`config.mk`:
```
export PLATFORM = sky130hd
export DESIGN_NAME = pdp8_operate_sequencer
export DESIGN_NICKNAME = d
export VERILOG_FILES = /design/src/rtl/pdp8_operate_sequencer_pkg.sv /design/src/rtl/pdp8_link_rotator.sv /design/src/rtl/pdp8_operate_sequencer.sv
export SDC_FILE = /design/constraint.sdc
export NUM_CORES = 1
export LEC_CHECK = 0
export CORE_MARGIN = 3
export CORE_UTILIZATION = 30
export DETAILED_ROUTE_END_ITERATION = 16
export PLACE_DENSITY = 0.61
export SETUP_SLACK_MARGIN = 0.2
export SLEW_MARGIN = 20
export SYNTH_ARGS = -nofsm -noshare
export SYNTH_HDL_FRONTEND = slang
export SYNTH_SLANG_ARGS = --single-unit
```
`constraint.sdc`:
```
create_clock -name clk -period 2.6 [get_ports clk]
set_input_delay 0.52 -clock clk [delete_from_list [all_inputs] [get_ports clk]]
set_output_delay 0.52 -clock clk [all_outputs]
set_load 0.02 [all_outputs]
```
`src/rtl/pdp8_operate_sequencer_pkg.sv`:
```
// Shared types and instruction field positions for the PDP-8 operate-group sequencer.
// Everything here is independent of the accumulator width.
package pdp8_operate_sequencer_pkg;

    typedef enum logic [3:0] {
        ST_IDLE,
        ST_CLR,
        ST_CMP,
        ST_INC,
        ST_ROT,
        ST_ROT2,
        ST_G2,
        ST_G3,
        ST_DONE
    } state_t;

    typedef enum logic [1:0] {
        GRP_1 = 2'd0,
        GRP_2 = 2'd1,
        GRP_3 = 2'd2
    } grp_t;

    typedef enum logic [2:0] {
        ROT_NONE,
        ROT_R1,
        ROT_R2,
        ROT_L1,
        ROT_L2,
        ROT_BSW
    } rot_op_t;

    localparam int unsigned OPR_GRP_BIT = 8;
    localparam int unsigned OPR_G3_BIT  = 0;

    localparam int unsigned G1_CLA = 7;
    localparam int unsigned G1_CLL = 6;
    localparam int unsigned G1_CMA = 5;
    localparam int unsigned G1_CML = 4;
    localparam int unsigned G1_RAR = 3;
    localparam int unsigned G1_RAL = 2;
    localparam int unsigned G1_BSW = 1;
    localparam int unsigned G1_IAC = 0;

    localparam int unsigned G2_CLA = 7;
    localparam int unsigned G2_SMA = 6;
    localparam int unsigned G2_SZA = 5;
    localparam int unsigned G2_SNL = 4;
    localparam int unsigned G2_REV = 3;
    localparam int unsigned G2_OSR = 2;
    localparam int unsigned G2_HLT = 1;

    localparam int unsigned G3_CLA = 7;
    localparam int unsigned G3_MQA = 6;
    localparam int unsigned G3_MQL = 4;

    function automatic grp_t decode_group(input logic [8:0] op);
        if (!op[OPR_GRP_BIT]) return GRP_1;
        if (op[OPR_G3_BIT])   return GRP_3;
        return GRP_2;
    endfunction

endpackage

```
`src/rtl/pdp8_link_rotator.sv`:
```
// Combinational rotate-by-1/2 and half-word swap of the 13-bit {L,AC} pair.
// Byte swap leaves the link bit in place.
module pdp8_link_rotator
    import pdp8_operate_sequencer_pkg::*;
#(
    parameter int unsigned WORD_W = 12
)(
    input  rot_op_t           op,
    input  logic [WORD_W:0]   link_ac,
    output logic [WORD_W:0]   result
);

    localparam int unsigned HALF = WORD_W / 2;

    always_comb begin
        result = link_ac;
        case (op)
            ROT_R1:  result = {link_ac[0], link_ac[WORD_W:1]};
            ROT_R2:  result = {link_ac[1:0], link_ac[WORD_W:2]};
            ROT_L1:  result = {link_ac[WORD_W-1:0], link_ac[WORD_W]};
            ROT_L2:  result = {link_ac[WORD_W-2:0], link_ac[WORD_W:WORD_W-1]};
            ROT_BSW: result = {link_ac[WORD_W], link_ac[HALF-1:0], link_ac[WORD_W-1:HALF]};
            default: result = link_ac;
        endcase
    end

endmodule

```
`src/rtl/pdp8_operate_sequencer.sv`:
```
// Multi-cycle sequencer for PDP-8 operate instructions (groups 1, 2 and 3).
// Group 1 steps through one micro-operation per cycle; groups 2 and 3 finish in one working state.
module pdp8_operate_sequencer
    import pdp8_operate_sequencer_pkg::*;
#(
    parameter int unsigned WORD_W   = 12,
    parameter bit          FAST_ROT = 1'b0
)(
    input  logic              clk,
    input  logic              rst,
    input  logic              start,
    input  logic [8:0]        instr,
    input  logic [WORD_W-1:0] ac_in,
    input  logic              l_in,
    input  logic [WORD_W-1:0] sr_in,
    output logic [WORD_W-1:0] ac_out,
    output logic              l_out,
    output logic [WORD_W-1:0] mq_out,
    output logic              skip,
    output logic              halt,
    output logic              illegal,
    output logic              busy,
    output logic              done
);

    state_t            state, state_nxt;
    logic [8:0]        ir;
    logic [WORD_W-1:0] ac, mq, sr;
    logic              l, skip_q, halt_q, ill_q;

    logic              rar, ral, bsw, rot_twice;
    rot_op_t           rot_op;
    logic [WORD_W:0]   rot_result, inc_sum;

    logic              ac_neg, ac_zero, g2_skip;
    logic [WORD_W-1:0] g2_ac, g3_cla, g3_ac, g3_mq;

    assign rar       = ir[G1_RAR];
    assign ral       = ir[G1_RAL];
    assign bsw       = ir[G1_BSW];
    assign rot_twice = bsw & (rar | ral) & ~FAST_ROT;
    assign inc_sum   = {l, ac} + {{WORD_W{1'b0}}, 1'b1};

    // A doubled rotate is split over ROT and ROT2 unless FAST_ROT does it in one step.
    always_comb begin
        rot_op = ROT_NONE;
        if (state == ST_ROT) begin
            if (rar && !ral)
                rot_op = (bsw && FAST_ROT) ? ROT_R2 : ROT_R1;
            else if (ral && !rar)
                rot_op = (bsw && FAST_ROT) ? ROT_L2 : ROT_L1;
            else if (bsw && !rar && !ral)
                rot_op = ROT_BSW;
        end else if (state == ST_ROT2) begin
            if (rar && !ral)
                rot_op = ROT_R1;
            else if (ral && !rar)
                rot_op = ROT_L1;
        end
    end

    pdp8_link_rotator #(.WORD_W(WORD_W)) u_rotator (
        .op      (rot_op),
        .link_ac ({l, ac}),
        .result  (rot_result)
    );

    assign ac_neg  = ac[WORD_W-1];
    assign ac_zero = (ac == '0);

    always_comb begin
        if (!ir[G2_REV])
            g2_skip = (ir[G2_SMA] & ac_neg) | (ir[G2_SZA] & ac_zero) | (ir[G2_SNL] & l);
        else
            g2_skip = (~ir[G2_SMA] | ~ac_neg) & (~ir[G2_SZA] | ~ac_zero) & (~ir[G2_SNL] | ~l);
        g2_ac = ir[G2_CLA] ? '0 : ac;
        if (ir[G2_OSR])
            g2_ac = g2_ac | sr;
    end

    always_comb begin
        g3_cla = ir[G3_CLA] ? '0 : ac;
        g3_ac  = g3_cla;
        g3_mq  = mq;
        if (ir[G3_MQA] && ir[G3_MQL]) begin
            g3_ac = mq;
            g3_mq = g3_cla;
        end else if (ir[G3_MQA]) begin
            g3_ac = g3_cla | mq;
        end else if (ir[G3_MQL]) begin
            g3_mq = g3_cla;
            g3_ac = '0;
        end
    end

    always_ff @(posedge clk or posedge rst) begin
        if (rst)
            state <= ST_IDLE;
        else
            state <= state_nxt;
    end

    always_comb begin
        state_nxt = state;
        case (state)
            ST_IDLE: begin
                if (start) begin
                    case (decode_group(instr))
                        GRP_1:   state_nxt = ST_CLR;
                        GRP_2:   state_nxt = ST_G2;
                        default: state_nxt = ST_G3;
                    endcase
                end
            end
            ST_CLR:  state_nxt = ST_CMP;
            ST_CMP:  state_nxt = ST_INC;
            ST_INC:  state_nxt = ST_ROT;
            ST_ROT:  state_nxt = rot_twice ? ST_ROT2 : ST_DONE;
            ST_ROT2: state_nxt = ST_DONE;
            ST_G2:   state_nxt = ST_DONE;
            ST_G3:   state_nxt = ST_DONE;
            ST_DONE: state_nxt = ST_IDLE;
            default: state_nxt = ST_IDLE;
        endcase
    end

    always_ff @(posedge clk or posedge rst) begin
        if (rst) begin
            ir     <= '0;
            ac     <= '0;
            l      <= 1'b0;
            sr     <= '0;
            mq     <= '0;
            skip_q <= 1'b0;
            halt_q <= 1'b0;
            ill_q  <= 1'b0;
        end else begin
            case (state)
                ST_IDLE: begin
                    if (start) begin
                        ir     <= instr;
                        ac     <= ac_in;
                        l      <= l_in;
                        sr     <= sr_in;
                        skip_q <= 1'b0;
                        halt_q <= 1'b0;
                        ill_q  <= 1'b0;
                    end
                end
                ST_CLR: begin
                    if (ir[G1_CLA]) ac <= '0;
                    if (ir[G1_CLL]) l  <= 1'b0;
                end
                ST_CMP: begin
                    if (ir[G1_CMA]) ac <= ~ac;
                    if (ir[G1_CML]) l  <= ~l;
                end
                ST_INC: begin
                    if (ir[G1_IAC]) {l, ac} <= inc_sum;
                end
                ST_ROT: begin
                    {l, ac} <= rot_result;
                    if (rar && ral) ill_q <= 1'b1;
                end
                ST_ROT2: {l, ac} <= rot_result;
                ST_G2: begin
                    ac     <= g2_ac;
                    skip_q <= g2_skip;
                    halt_q <= ir[G2_HLT];
                end
                ST_G3: begin
                    ac <= g3_ac;
                    mq <= g3_mq;
                end
                default: ;
            endcase
        end
    end

    assign ac_out  = ac;
    assign l_out   = l;
    assign mq_out  = mq;
    assign skip    = skip_q;
    assign halt    = halt_q;
    assign illegal = ill_q;
    assign busy    = (state != ST_IDLE);
    assign done    = (state == ST_DONE);

endmodule

```
After elaboration in Yosys (flattened, before gate mapping)
Index checks and enable logic that the tools add are counted.
W data, S select, Z words.
{"block": "word_totals", "ff_bits": 52, "input_bits": 37, "word_cells": 128}
{"block": "classes", "add_sub_neg": 1, "n_eq_ne": 24, "n_mux": 48, "bitwise_logic": 21, "n_reduce_logical": 25}
{"cell": "$mux W12", "count": 11}
{"cell": "$pmux W12 S7", "count": 1}
{"cell": "$pmux W13 S5", "count": 1}
{"cell": "$or A12 B12 Y12", "count": 2}
{"cell": "$pmux W4 S6", "count": 1}
{"cell": "$mux W2", "count": 9}
{"cell": "$eq A4 B3 Y1 const B", "count": 4}
{"cell": "$mux W1", "count": 14}
{"cell": "$add A13 B1 Y13 const B", "count": 1}
{"cell": "$logic_not A12 Y1", "count": 1}
{"cell": "$mux W3", "count": 4}
{"cell": "$ne A2 B2 Y1 const B", "count": 6}
{"cell": "$not A12 Y12", "count": 1}
{"cell": "$eq A4 B2 Y1 const B", "count": 2}
{"cell": "$mux W4", "count": 2}
{"cell": "$reduce_and A7 Y1", "count": 1}
{"cell": "$reduce_bool A7 Y1", "count": 1}
{"cell": "$and A1 B1 Y1", "count": 6}
{"cell": "$eq A3 B2 Y1 const B", "count": 2}
{"cell": "$eq A3 B3 Y1 const B", "count": 2}
{"cell": "$logic_and A1 B1 Y1", "count": 6}
{"cell": "$ne A6 B1 Y1 const B", "count": 1}
{"cell": "$not A1 Y1", "count": 6}
{"cell": "$or A1 B1 Y1", "count": 6}
{"cell": "20 further kinds", "count": 28}

Depth between registers and ports, before layout
Gate-level depths: netlist (run 1).
{"block": "logic_depth", "word_depth": 14, "mapped_depth": 9, "ltp_nobuf": 8}

Cells and area by module
Synthesis (run 1) repeated with hierarchy kept, for this count alone.
{"block": "hier_totals", "hier_cells": 462, "hier_area_um2": 3903.7}
{"module": "pdp8_operate_sequencer", "n_inst": 1, "cells_each": 338, "area_each_um2": 3176.8}
{"module": "pdp8_link_rotator", "n_inst": 1, "cells_each": 124, "area_each_um2": 726.9}

Least setup slack after synthesis (run 1)
OpenSTA, ideal clock, no wires.
{"block": "synth_path", "path_type": "reg2reg", "startpoint": "register ir[2]", "endpoint": "register l, in the netlist l_out", "t_arrival_ns": 1.972, "required_ns": 2.475, "slack_ns": 0.503, "path_stages_with_launch": 9, "path_cell_list": "dfrtp_1 inv_1 ha_1 nor4b_2 nand2_2 o221a_1 o31ai_1 a31oi_1 mux2_2"}
{"block": "synth_via", "elab_chain_cells": 9, "elab_cells_between_ends": 21, "classes_between": "7 x eq/ne; 9 x mux; 5 x reduce/logical"}
{"element": "start: declaration", "line_no": "pdp8_operate_sequencer.sv:27", "rtl": "logic [8:0] ir;"}
{"element": "start signal: assignment", "line_no": "pdp8_operate_sequencer.sv:141", "rtl": "ir <= instr;"}
{"element": "$logic_not A1 Y1", "line_no": "pdp8_operate_sequencer.sv:48, pdp8_operate_sequencer.sv:52, pdp8_operate_sequencer.sv:55"}
{"element": "$logic_and A1 B1 Y1", "line_no": "pdp8_operate_sequencer.sv:52", "rtl": "else if (bsw && !rar && !ral)"}
{"element": "$mux W3", "line_no": "pdp8_operate_sequencer.sv:52"}
{"element": "$mux W3", "line_no": "pdp8_operate_sequencer.sv:50", "rtl": "else if (ral && !rar)"}
{"element": "$mux W3", "line_no": "pdp8_operate_sequencer.sv:48", "rtl": "if (rar && !ral)"}
{"element": "$mux W3 (*)", "line_no": "pdp8_operate_sequencer.sv:47", "rtl": "if (state == ST_ROT) begin"}
{"element": "$eq A3 B3 Y1, or another cell as far along", "line_no": "pdp8_link_rotator.sv:17", "rtl": "case (op)"}
{"element": "$pmux W13 S5, or another cell as far along", "line_no": "pdp8_link_rotator.sv:17"}
{"element": "$pmux W1 S5 or $reduce_and A7 Y1 (tied branches)"}
{"element": "end signal: assignment", "line_no": "pdp8_operate_sequencer.sv:143", "rtl": "l <= l_in;"}
{"element": "end signal: assignment", "line_no": "pdp8_operate_sequencer.sv:156", "rtl": "if (ir[G1_CML]) l <= ~l;"}
{"element": "end signal: assignment", "line_no": "pdp8_operate_sequencer.sv:159", "rtl": "if (ir[G1_IAC]) {l, ac} <= inc_sum;"}
{"element": "end: declaration", "line_no": "pdp8_operate_sequencer.sv:29", "rtl": "logic l, skip_q, halt_q, ill_q;"}
Mark *: on every way between the ends. The rest lies on a longest branch, timed or not.
A chain may end at the register's enable or synchronous reset.

Worst setup path after layout (run 1)
{"block": "layout_path", "startpoint": "register ir[3]", "endpoint": "register l, in the netlist l_out"}
{"block": "layout_via", "elab_chain_cells": 10, "elab_cells_between_ends": 22, "classes_between": "7 x eq/ne; 9 x mux; 6 x reduce/logical"}
{"element": "$logic_not A1 Y1"}
{"element": "$logic_and A1 B1 Y1 (2 in series)", "line_no": "pdp8_operate_sequencer.sv:52"}
{"element": "$mux W3", "line_no": "pdp8_operate_sequencer.sv:52"}
{"element": "$mux W3", "line_no": "pdp8_operate_sequencer.sv:50"}
{"element": "$mux W3", "line_no": "pdp8_operate_sequencer.sv:48"}
{"element": "$mux W3 (*)", "line_no": "pdp8_operate_sequencer.sv:47"}
{"element": "$eq A3 B3 Y1, or another cell as far along", "line_no": "pdp8_link_rotator.sv:17"}
{"element": "$pmux W13 S5, or another cell as far along", "line_no": "pdp8_link_rotator.sv:17"}
{"element": "$pmux W1 S5 or $reduce_and A7 Y1 (tied branches)"}
Marked as above.

==> results of run 1 <==
==> area by class of cell <==
type	count	area, um^2	share of cell area (%)
well taps	168	210	4.30
inverters	12	45.0	0.922
multi-input cells	333	2260	46.3
repair buffers	95	913	18.7
flip-flops and latches	52	1310	26.7
clock buffers	5	125	2.56
clock inverters	3	26.3	0.538
==> state kept, by name (all words and copies together) (netlist names) <==
register,cells
l_out,1
ir,8
illegal,1
skip,1
mq_out,12
ac_out,12
halt,1
state,4
sr,12
==> metal layers <==
layer	GRT usage (%)	wire (um)	vias to the layer above
met4	5.00	209	0
met3	2.54	694	21
met5	0	0	-
met2	27.2	5570	141
li1	-	-	1739
met1	25.8	5860	1787
==> critical path, stage by stage (launching register included) <==
cell      delay (ns)
dfrtp_1         0.47
ha_1            0.26
nor4b_2         0.36
and2_4          0.30
a21boi_1        0.08
o31ai_1         0.30
a31oi_1         0.12
mux2_2          0.28
==> stage by stage <==
step,worst slack [ns],std cells
after floorplan,0.503,438
after global placement,0.159,660
after detailed placement,0.104,660
after CTS,0.169,668
after global routing,0.207,668
final,0.303,668
==> power by group <==
group / leakage (nW) / internal, mW / switching, mW
Clock: 0.0744 / 0.365 / 0.343
Sequential: 0.640 / 1.20 / 0.572
Combinational: 1.16 / 1.82 / 2.23
==> cells by family (layout without fill, tap and decap cells) <==
group / Yosys count / count (layout) / share of synthesized area [%]
and+or+nand+nor: 157 / 157 / 21.5
AOI/OAI and AO/OA: 138 / 138 / 26.7
muxes: 24 / 24 / 7.08
xor gates and xnor gates: 8 / 8 / 1.84
adders and majority gates: 6 / 6 / 1.98
buffers and inverters: 53 / 115 / 6.66
DFF: 52 / 52 / 34.3
==> cells in the final DEF (no fill, tap or decap), types with 4 or more instances in the layout <==
cell,netlist,layout
nor4_1,5,5
a211oi_1,7,7
a21boi_0,5,5
o21ai_1,5,5
clkbuf_16,0,5
a21oi_1,15,15
nor3_1,11,10
xor2_1,4,4
nor2_1,28,28
clkdlybuf4s50_1,0,64
dfrtp_1,52,49
o211ai_1,10,10
nand2b_1,14,14
ha_1,6,6
a22oi_1,10,10
inv_1,11,10
o31ai_1,7,7
o21ai_0,19,19
nand2_1,62,61
mux2_2,22,22
buf_4,2,26
nand3_1,6,6
xnor2_1,4,4
a31oi_1,15,15
o221ai_1,12,12
==> worst max-delay path by stage <==
stage                              to  slack (ns)  cells after the start
2_1_floorplan       l_out$_DFFE_PP0P_        0.50                      8
3_3_place_gp   ac_out[11]$_DFFE_PP0P_        0.16                      8
3_5_place_dp   ac_out[10]$_DFFE_PP0P_        0.10                      7
4_1_cts         mq_out[8]$_DFFE_PP0P_        0.17                      6
5_1_grt        ac_out[11]$_DFFE_PP0P_        0.21                      7
6_report            l_out$_DFFE_PP0P_        0.30                      7
==> flow_metrics.py, run 1 <==
metrics = {
    "min_path": {
        "min_from": "sr[5]$_DFFE_PP0P_",
        "hold_path.class": "flop to flop",
        "hold_end": "sr[5]$_DFFE_PP0P_",
        "hold-path-cell-count": 1,
    },
    "critical_path": {
        "r2r-end": "l_out$_DFFE_PP0P_",
        "r2r_cells": 7,
        "reg2reg_slack_ns": 0.30,
        "r2r_start": "ir[3]$_DFFE_PP0P_",
        "crit_type": "flop to flop",
        "start_kind": "flop",
        "crit_required_ns": 2.79,
        "worstSetupStartpoint": "ir[3]$_DFFE_PP0P_",
        "critPathArrivalTime_ns": 2.49,
        "cp-end-kind": "flop",
        "worst-path-max-fanout": 12,
    },
    "clock_network": {
        "holdBufCountCts": 0,
        "cts_root_buf": "clkbuf_16",
        "clk_pin_slew_ns": 0.08,
        "cts_tree": "yes",
        "cts_setup_buffers": 0,
        "clk_latency_ns": 0.31,
        "cts_buffers": 5,
        "clkSinkCount": 52,
        "cts_resized": 4,
        "clk_path_buf_depth": 2,
        "h-tree-depth": 2,
    },
    "synth": {
        "yosys_warnings": 0,
        "synth_top_area_share_pct": 34.3,
        "ys_seq_area_share_pct": 34.3,
        "ys_types": 73,
        "synthArstFlopShare_pct": 100,
        "yosysTopAreaCell": "dfrtp_1",
        "yosysMostFrequentCell": "nand2_1",
        "ys_ff_latch": 52,
        "ys.flop_type": "dfrtp_1",
        "syn_area_per_cell_um2": 8.67,
        "yosys-top-cells-count": "nand2_1 (62), dfrtp_1 (52), nor2_1 (28)",
        "synthesis.area_um2": 3800,
        "synth_edf_count": 0,
        "synthCells": 438,
        "synth_nets": 481,
        "yosys-top-cells-area": "dfrtp_1 (34%), mux2_2 (6.5%), nand2_1 (6.1%)",
    },
    "sta": {
        "holdWs_ns": 0.508,
        "tightestPinTransition_ns": 0.790,
        "fin_tns_setup_ns": 0,
        "slew_headroom_pct": 47.2,
        "period_minus_slack_ns": 2.30,
        "final-setup-viol-count": 0,
        "fin_skew_ns": 0.0149,
        "finalHoldViolations": 0,
        "drv_slew": 0,
        "fmax_ghz": 0.435,
        "grt_setup_unrepaired": "no",
        "finalCritPeriodShare_pct": 88.3,
    },
    "placement": {
        "io_buffers": 66,
        "place_area_um2": 4720,
        "dp_hpwl_um": 9220,
        "globalplace.congestion": 0.915,
    },
    "final_layout": {
        "fin_area_um2": 4890,
        "nFillCells": 1306,
        "drive_gt1_share_pct": 16.8,
        "final_util_pct": 40.0,
        "antenna_cells": 0,
        "syn_to_final_growth_pct": 28.7,
        "nNetsFinal": 542,
    },
    "pwr": {
        "power-per-cell-area_nw_per_um2": 1340,
        "p_total_mw": 6.53,
        "vdd_drop_max_uv": 450,
        "p_leak_nw": 1.88,
    },
    "floorplan": {
        "ios": 67,
        "initial_core_util_pct": 31.1,
        "design.die.area_um2": 14000,
        "die_h_um": 119,
        "row_count": 40,
        "coreArea_um2": 12200,
        "fp.dieW_um": 119,
    },
    "global_routing": {
        "grt_use_total_pct": 17.7,
        "gr-total-overflow": 0,
        "grt_max_degree": 29,
        "grt_pass1_wl_um": 20200,
        "grt_pass1_vias": 3605,
        "antenna_found_initial": 0,
    },
    "routing": {
        "drcViolationCount": 0,
        "viasPerCell": 5.52,
        "wl_per_cell_um": 18.5,
        "drt_iter0_drc": 320,
        "routed_wl_um": 12300,
        "ant_nets": 0,
        "drt_first_pass_iters": 5,
        "via_count": 3688,
    },
    "flow_run": {
        "drv_cap": 0,
    },
    "run_status": {
        "outcome": "finished clean",
    },
}
Note: power is estimated with default switching activity, not from simulation.
==> run 2, diff against run 1 <==
--- a/config.mk
+++ b/config.mk
@@ -5,7 +5,7 @@
 export SDC_FILE = /design/constraint.sdc
 export NUM_CORES = 1
 export LEC_CHECK = 0
-export CORE_MARGIN = 3
+export ABC_AREA = 0
 export CORE_UTILIZATION = 30
 export DETAILED_ROUTE_END_ITERATION = 16
 export PLACE_DENSITY = 0.61
==> run 2 against run 1 <==
Clock power is 3.0% lower. Clock-buffer cell count did not move. Register-to-register slack better by 0.03 ns. Largest power group unchanged. Highest routed layer unchanged.
==> flow_metrics.py, run 2 (synthesis gave the netlist of run 1 again) <==
metrics = {
    "sta": {
        "tightestPinTransition_ns": 0.724,
        "grt_setup_unrepaired": "yes",
        "final-setup-viol-count": 0,
        "finalHoldViolations": 0,
        "drv_slew": 0,
        "fin_skew_ns": 0.0102,
        "finalCritPeriodShare_pct": 91.4,
        "holdWs_ns": 0.510,
        "fmax_ghz": 0.421,
        "slew_headroom_pct": 51.5,
        "fin_tns_setup_ns": 0,
        "period_minus_slack_ns": 2.38,
    },
    "clock_network": {
        "clkSinkCount": 52,
        "cts_buffers": 5,
        "cts_root_buf": "clkbuf_16",
        "clk_pin_slew_ns": 0.07,
        "clk_path_buf_depth": 2,
        "cts_setup_buffers": 0,
        "cts_tree": "yes",
        "clk_latency_ns": 0.30,
        "h-tree-depth": 2,
        "holdBufCountCts": 0,
    },
    "critical_path": {
        "cp_num_cells": 3,
        "reg2reg_slack_ns": 0.33,
        "crit_buf_inv": 1,
        "critPathArrivalTime_ns": 1.86,
        "slowest_delay_ns": 0.60,
        "start_kind": "flop",
        "crit_required_ns": 2.08,
        "crit_type": "flop to output pin",
        "cp-end-kind": "output pin",
        "crit_path_cell_trace": "nor3_4, and2_1, clkdlybuf4s50_1",
        "cp_slowest_cell": "clkdlybuf4s50_1",
        "r2r-end": "ac_out[9]$_DFFE_PP0P_",
        "critPathTopFamily": "buffers and inverters",
        "worst-path-max-fanout": 13,
        "r2r_cells": 6,
        "r2r_start": "state[0]$_DFFE_PP0N_",
    },
    "final_layout": {
        "layout_common_cells": "clkdlybuf4s50_1 (65), nand2_1 (62), dfrtp_1 (49)",
        "antenna_cells": 0,
        "final_common_cell": "clkdlybuf4s50_1",
        "syn_to_final_growth_pct": 27.9,
        "nNetsFinal": 539,
        "drive_gt1_share_pct": 16.1,
        "final_cells": 665,
        "nFillCells": 1233,
    },
    "min_path": {
        "min_from": "sr[5]$_DFFE_PP0P_",
        "hold-path-cell-count": 1,
        "hold_end": "sr[5]$_DFFE_PP0P_",
        "hold_path.class": "flop to flop",
    },
    "placement": {
        "io_buffers": 66,
        "dp_hpwl_um": 8760,
        "globalplace.congestion": 0.936,
        "dp_cells": 657,
    },
    "pwr": {
        "vdd_drop_max_uv": 570,
        "power-per-cell-area_nw_per_um2": 1330,
        "p_leak_nw": 1.86,
    },
    "routing": {
        "viasPerCell": 5.60,
        "via_count": 3725,
        "drt_first_pass_iters": 5,
        "ant_nets": 0,
        "drcViolationCount": 0,
        "drt_iter0_drc": 402,
        "routed_wl_um": 12000,
        "wl_per_cell_um": 18.0,
    },
    "floorplan": {
        "fp.dieW_um": 115,
        "design.die.area_um2": 13100,
        "row_count": 40,
        "initial_core_util_pct": 31.2,
        "coreArea_um2": 12200,
        "ios": 67,
        "die_h_um": 115,
    },
    "global_routing": {
        "grtUsageMet3_pct": 3.34,
        "grt_pass1_wl_um": 19300,
        "grt_max_degree": 28,
        "groute.layer.met2.usage_pct": 28.8,
        "antenna_found_initial": 0,
        "grt_use_total_pct": 18.9,
        "grt.busiest_layer": "met2",
        "gr-total-overflow": 0,
        "use_met1_pct": 26.7,
        "grt_pass1_vias": 3503,
    },
    "run_status": {
        "outcome": "finished clean",
    },
    "flow_run": {
        "drv_cap": 0,
    },
}
==> run 2: report_power, final <==
part | switching [mW] | internal [mW]
clock | 0.326 | 0.361
sequential | 0.631 | 1.20
combinational | 2.16 | 1.76
total | 3.11 | 3.32
==> run 2: final cells by class <==
cell class / instances / area [um^2] / share of cell area, %
Inverter: 12 / 45.0 / 0.928
Sequential cell: 52 / 1310 / 26.9
Tap cell: 168 / 210 / 4.33
Timing Repair Buffer: 92 / 883 / 18.2
Multi-Input combinational cell: 333 / 2260 / 46.6
Clock inverter: 3 / 22.5 / 0.464
Clock buffer: 5 / 125 / 2.58
==> run 2: through the flow <==
step                cell area (um^2)  utilization [%]  power [mW]  setup slack, ns
CTS                             4840             39.8        6.38            0.199
detailed placement              4680             38.5        5.65           0.0911
finish                          4860             39.9        6.44            0.223
global placement                4680             38.5        5.58            0.156
floorplan                       3800                -        4.29            0.503
global route                    4860             39.9        6.87            0.146
==> run 2: routing by layer <==
metal  up-vias  share of wire (%)
met5         -                  0
met4         0                2.0
met3        25                7.6
met2       165                 45
met1      1803                 45
li1       1732                  -
==> run 2: how the worst max path moves through the flow <==
stage	from	end	slack [ns]
after global placement	start	ac_out[5]$_DFFE_PP0P_	0.16
after CTS	state[0]$_DFFE_PP0N_	done	0.20
after global routing	state[0]$_DFFE_PP0N_	done	0.15
after detailed placement	start	ac_out[11]$_DFFE_PP0P_	0.09
after floorplan	ir[2]$_DFFE_PP0P_	l_out$_DFFE_PP0P_	0.50
final	state[0]$_DFFE_PP0N_	done	0.22
==> run 2: timing repair <==
| action | in CTS | in global routing |
|---|---|---|
| resized for setup | 4 | 4 |
| hold endpoints to repair | 0 | 0 |
| setup endpoints to repair | 2 | 14 |
| gates cloned | 0 | 0 |
==> run 3, diff against run 2 <==
--- a/config.mk
+++ b/config.mk
@@ -10,7 +10,6 @@
 export DETAILED_ROUTE_END_ITERATION = 16
 export PLACE_DENSITY = 0.61
 export SETUP_SLACK_MARGIN = 0.2
-export SLEW_MARGIN = 20
 export SYNTH_ARGS = -nofsm -noshare
 export SYNTH_HDL_FRONTEND = slang
 export SYNTH_SLANG_ARGS = --single-unit
==> results of run 3 <==
Same layout as run 2: the final DEF is identical, and so are final timing and power.
